===== src/rtl/icache_axi_refill.sv =====
// Line-refill engine for the icache miss path: one AXI4 INCR read burst per
// request, beats packed into a single cache line returned with a one-cycle strobe.
module icache_axi_refill #(
  parameter int ADDR_W = 32,
  parameter int BEAT_W = 32,
  parameter int BEATS  = 8,
  parameter int AXI_ID = 0
) (
  input  logic                    clk,
  input  logic                    rst_n,
  input  logic                    refill_req,
  input  logic [ADDR_W-1:0]       refill_addr,
  output logic                    refill_busy,
  output logic                    refill_ret_en,
  output logic [BEATS*BEAT_W-1:0] refill_ret_data,
  output logic                    refill_ret_err,
  output logic                    arvalid,
  input  logic                    arready,
  output logic [ADDR_W-1:0]       araddr,
  output logic [7:0]              arlen,
  output logic [2:0]              arsize,
  output logic [1:0]              arburst,
  output logic [3:0]              arid,
  input  logic                    rvalid,
  output logic                    rready,
  input  logic [BEAT_W-1:0]       rdata,
  input  logic [1:0]              rresp,
  input  logic                    rlast,
  input  logic [3:0]              rid
);

  localparam int LINE_W = BEATS * BEAT_W;
  localparam int OFF_W  = $clog2(BEATS * BEAT_W / 8);
  localparam int CNT_W  = (BEATS > 1) ? $clog2(BEATS) : 1;

  typedef enum logic [3:0] {
    S_IDLE = 4'b0001,
    S_AR   = 4'b0010,
    S_R    = 4'b0100,
    S_DONE = 4'b1000
  } state_e;

  state_e              state_q, state_d;
  logic [ADDR_W-1:0]   addr_q, addr_d;
  logic [CNT_W-1:0]    cnt_q, cnt_d;
  logic                err_q, err_d;
  logic [LINE_W-1:0]   line_q, line_d;
  logic                arvalid_q, arvalid_d;
  logic                rready_q, rready_d;
  logic                ret_en_q, ret_en_d;
  logic                busy_q, busy_d;
  logic                ret_err_q, ret_err_d;
  logic                last_slot_s;
  logic                unused_in_s;

  // rid is never checked (single outstanding burst) and the line offset bits are discarded
  assign unused_in_s = ^{rid, refill_addr[OFF_W-1:0]};

  assign last_slot_s = (cnt_q == CNT_W'(BEATS - 1));

  // Next-state, datapath and registered-output decode
  always_comb begin
    state_d   = state_q;
    addr_d    = addr_q;
    cnt_d     = cnt_q;
    err_d     = err_q;
    line_d    = line_q;
    ret_err_d = ret_err_q;
    case (state_q)
      S_IDLE: begin
        if (refill_req) begin
          state_d   = S_AR;
          addr_d    = {refill_addr[ADDR_W-1:OFF_W], {OFF_W{1'b0}}};
          cnt_d     = '0;
          err_d     = 1'b0;
          line_d    = '0;
          ret_err_d = 1'b0;
        end else begin
          state_d = S_IDLE;
        end
      end
      S_AR: begin
        if (arvalid_q && arready) begin
          state_d = S_R;
        end else begin
          state_d = S_AR;
        end
      end
      S_R: begin
        if (rvalid && rready_q) begin
          for (int k = 0; k < BEATS; k++) begin
            if (cnt_q == CNT_W'(k)) begin
              line_d[k*BEAT_W +: BEAT_W] = rdata;
            end else begin
              line_d[k*BEAT_W +: BEAT_W] = line_q[k*BEAT_W +: BEAT_W];
            end
          end
          cnt_d = cnt_q + CNT_W'(1);
          // rlast and the final slot must coincide; either one alone ends the burst
          err_d = err_q | (rresp != 2'b00) | (rlast != last_slot_s);
          if (rlast || last_slot_s) begin
            state_d   = S_DONE;
            ret_err_d = err_d;
          end else begin
            state_d = S_R;
          end
        end else begin
          state_d = S_R;
        end
      end
      S_DONE: begin
        state_d = S_IDLE;
      end
      default: begin
        state_d = S_IDLE;
      end
    endcase
    arvalid_d = (state_d == S_AR);
    rready_d  = (state_d == S_R);
    ret_en_d  = (state_d == S_DONE);
    busy_d    = (state_d != S_IDLE);
  end

  // State and output registers with asynchronous reset
  always_ff @(posedge clk or negedge rst_n) begin
    if (!rst_n) begin
      state_q   <= S_IDLE;
      addr_q    <= '0;
      cnt_q     <= '0;
      err_q     <= 1'b0;
      line_q    <= '0;
      arvalid_q <= 1'b0;
      rready_q  <= 1'b0;
      ret_en_q  <= 1'b0;
      busy_q    <= 1'b0;
      ret_err_q <= 1'b0;
    end else begin
      state_q   <= state_d;
      addr_q    <= addr_d;
      cnt_q     <= cnt_d;
      err_q     <= err_d;
      line_q    <= line_d;
      arvalid_q <= arvalid_d;
      rready_q  <= rready_d;
      ret_en_q  <= ret_en_d;
      busy_q    <= busy_d;
      ret_err_q <= ret_err_d;
    end
  end

  assign refill_busy     = busy_q;
  assign refill_ret_en   = ret_en_q;
  assign refill_ret_data = line_q;
  assign refill_ret_err  = ret_err_q;
  assign arvalid         = arvalid_q;
  assign araddr          = addr_q;
  assign arlen           = 8'(BEATS - 1);
  assign arsize          = 3'($clog2(BEAT_W / 8));
  assign arburst         = 2'b01;
  assign arid            = 4'(AXI_ID);
  assign rready          = rready_q;

endmodule

===== config.mk =====
export PLATFORM = sky130hd
export DESIGN_NAME = icache_axi_refill
export DESIGN_NICKNAME = d
export VERILOG_FILES = /design/src/rtl/icache_axi_refill.sv
export SDC_FILE = /design/constraint.sdc
export NUM_CORES = 1
export LEC_CHECK = 0
export ABC_AREA = 0
export CORE_MARGIN = 2
export CORE_UTILIZATION = 49
export DETAILED_ROUTE_END_ITERATION = 10
export PLACE_DENSITY = 0.83
export SETUP_SLACK_MARGIN = 0.05
export SYNTH_ARGS = -nofsm -noshare
export SYNTH_HDL_FRONTEND = slang
export SYNTH_SLANG_ARGS = --single-unit

===== constraint.sdc =====
create_clock -name clk -period 6.25 [get_ports clk]
set_clock_uncertainty 0.05 [all_clocks]
set_input_delay 0.625 -clock clk [delete_from_list [all_inputs] [get_ports clk]]
set_output_delay 0.625 -clock clk [all_outputs]
set_load 0.02 [all_outputs]

==> run summary <==
The worst-case IR drop observed on VDD is 241.5 µV. The final cell count without fillers was 1470. The critical setup path kind was reg2reg.

Ranked by total cell area, the synthesized netlist is headed by sky130_fd_sc_hd__dfrtp_1 67%, sky130_fd_sc_hd__a22o_1 15%, sky130_fd_sc_hd__nand2_1 3.5%, sky130_fd_sc_hd__o21ai_0 3.0%, sky130_fd_sc_hd__mux2_2 2.7%. After detailed routing, the number of remaining DRC violations is 0. Headroom to the max-slew limit: 28.63%.

Most common cell after layout, fill and taps aside: sky130_fd_sc_hd__clkdlybuf4s50_1. The max-slew violation count was 0. For this block, the initial DRC count from the detailed router was 489. Dividing the detail-routed wire length by the instance count gives 23.90 µm.

Initial antenna violation count: 0. The minimum setup slack among reg-to-reg paths came out at 2.57 ns. The floorplan has 54 rows.

For this configuration, the core starts out at a cell density of 50.26%. CTS saw 296 sinks. In the final timing run, aggregate negative setup slack is 0 ns. At the pin with the least slew margin, the transition time is 1.068 ns. Clock edge transition at the registers on the reported setup and hold paths: 0.06 ns.

The detailed-routing iteration count for the pre-antenna-repair pass is 5, and the count of max-cap constraint violations is 0. After clock tree synthesis, the repair step resized 0 gates. The power density normalized to cell area came out at 315.4 nW/µm². TritonCTS built the clock tree. The largest net degree at the start of global routing is 158, and the final weighted congestion of routability-driven global placement is 0.8197. The number of buffers added to fix hold violations after cts was 1; the number of buffer cells added on primary ports was 354. The run gives 4.06 ns as the signal arrival time at the worst endpoint. After layout, the minimum clock period comes to 3.681 ns.

The total clock buffers created by CTS is 30, and the total congestion overflow after global routing is 0. STA classifies the critical path endpoint as a flip-flop. In this run the clock root is driven by a sky130_fd_sc_hd__clkbuf_16.

The fmax was 0.2717 GHz; the storage element area was 7408 µm². The floorplan step defined a die boundary enclosing 23810 µm². The final layout contains routed wiring with a total length of 35.14 mm. The die is 154.3 µm tall. The final period utilization works out to 58.89%. 0 antenna diodes ended up in the layout. The tools report the remaining antenna violation count after routing as 0. Along the worst path, the maximum fanout reaches 33. The analysis attributes to cell leakage a power of 7.088 nW. Summing the sequential cell areas from Yosys gives 66.93% of the chip area.

The tools report the number of fillers in the final layout as 1480. Setup violations remaining at the end of the flow were counted as 0. The tools report the aggregate global-route resource usage as 29.02%. The run finished with clean final reports. The tightest min-delay check is of the reg2reg type. The share of post-route cells with drive strength above 1 was 9.076%; the layout overhead on the synthesized area was 42.96%. The final hold violation count is 0. The synthesized instance count was 834; the multi-input logic area was 3348 µm². The area share of the largest cell type after synthesis came out at 66.69%. The first global-routing pass estimated 53.48 mm of wire. Cell type with the highest aggregate area in the netlist: sky130_fd_sc_hd__dfrtp_1.

Counting distinct cell types in the post-synthesis netlist gives 37. Clock latency on the worst-skew pair, taken at its later pin, is 0.54 ns. From left edge to right edge, the die measures 154.3 µm. Including well taps, the total number of placed cells is 1413. The net count of the finished layout is 1249.

STA classifies the critical path startpoint as a flip-flop. The logs give 3 for the buffer levels on the longest clock path and 8566 for the total via count in the routed design. Setup repair after global routing left no endpoint under its margin. The tools report the total power consumption of the routed design as 4.991 mW.

The critical path goes through nor4b_4, buf_4, and4_2, nor2_4, a22o_1. On the worst path, the slowest cell contributes a delay of 0.90 ns. The half-perimeter wire length after placement is 22.63 mm. The top cell types in the final layout, fill and taps aside, are 353 x sky130_fd_sc_hd__clkdlybuf4s50_1, 295 x sky130_fd_sc_hd__dfrtp_1, 193 x sky130_fd_sc_hd__a22o_1.

The mean cell area of the mapped netlist was 13.27 µm²; the via count normalized by instance count was 5.827. The synthesized netlist occupies a cell area of 11070 µm². The run gives 0 as the post-CTS setup-driven buffer insertion count. Data on the critical path is required at its endpoint by 6.63 ns. The number of global-route vias before repair is 8827.

The depth of the CTS H-tree came out at 1. 386 I/O pins were placed. The count of synthesis-stage warnings from yosys came out at 0. For the area of the core, the log shows 22030 µm². Cell type of the slowest stage on the worst timing path: sky130_fd_sc_hd__nor4b_4. The synthesized design contains 296 register bits.
[report_power, final]
part,internal [mW],switching (mW),total [mW]
Combinational,0.370,0.631,1.00
Sequential,2.03,0.0738,2.10
Clock,1.14,0.746,1.89
[Yosys cell counts, drive strengths merged]
cell       n
inv        7
buf       53
mux2      27
o221ai     1
nor3       6
and4       2
nor4       3
a31oi      1
o2bb2ai    1
clkbuf    31
and2       2
nor2b      2
dfstp      1
nor4b      2
a21boi     1
a22o     193
or4b       1
a21o       2
o22a       1
a32o       1
or2        1
conb       2
nand2b     2
nor2      14
nand2    103
o21ai     67
a2bb2oi    1
xnor2      1
and3b      2
ha         7
dfrtp    295
a32oi      1
[sequential cells by signal, indices dropped and copies added (netlist names), 3 cells and up]
name and cells:
cnt_q 3, state_q 4, araddr 27, refill_ret_data 256
[cells by family after synthesis]
kind of cell | synth area share (%)
xor gates and xnor gates | 0.07914
other | 0.06784
AOI/OAI and AO/OA | 19.05
DFF | 66.93
and+or+nand+nor | 6.115
adders and majority gates | 0.7912
buffers and inverters | 4.227
muxes | 2.747
[critical path, delay by kind of cell, from the launching register on]
kind                   cells  cell delay (ns)
AND/OR/NAND/NOR            3             2.18
buffers and inverters      1             0.46
flip-flops                 1             0.56
AO/OA/AOI/OAI              1             0.30
[layer usage]
metal  wire length (µm)  GRT usage (%)  up-vias  share of wire, %
met1              13590          36.56     4416                39
met2              17550          49.69      429                50
met3               2905          7.173       62               8.3
met4               1099          9.524        0               3.1
met5                  0              0        -                 0
li1                   -              -     3659                 -
[worst paths after layout]
check                                      from              endpoint  cells after the start
max in group asynchronous                 rst_n    refill_ret_data[9]                      3
setup / recovery                     state_q[2]   refill_ret_data[41]                      5
setup reg to reg                     state_q[2]   refill_ret_data[41]                      5
hold / removal             refill_ret_data[103]  refill_ret_data[103]                      2
min in group asynchronous                 rst_n  refill_ret_data[150]                      2
hold reg to reg            refill_ret_data[103]  refill_ret_data[103]                      2
[area by class of cell]
cell class              count  share of cell area (%)
well taps                 280                   2.214
clock buffers              42                   5.542
flip-flops and latches    296                   46.81
multi-input cells         467                   21.16
repair buffers            364                   22.99
inverters                   7                  0.1660
clock inverters            14                   1.115
[metrics by stage]
| step | util [%] | setup slack (ns) | hold slack [ns] | area [µm²] |
|---|---|---|---|---|
| final | 71.85 | 2.569 | 0.4287 | 15830 |
| after CTS | 71.85 | 2.563 | 0.4329 | 15830 |
| after detailed placement | 67.02 | 2.535 | 0.4190 | 14760 |
| after floorplan | - | 4.113 | 0.2794 | 11140 |
| after global routing | 71.85 | 2.415 | 0.4529 | 15830 |
| after global placement | 67.02 | 2.712 | 0.4119 | 14760 |
(Power assumes the default switching activity.)
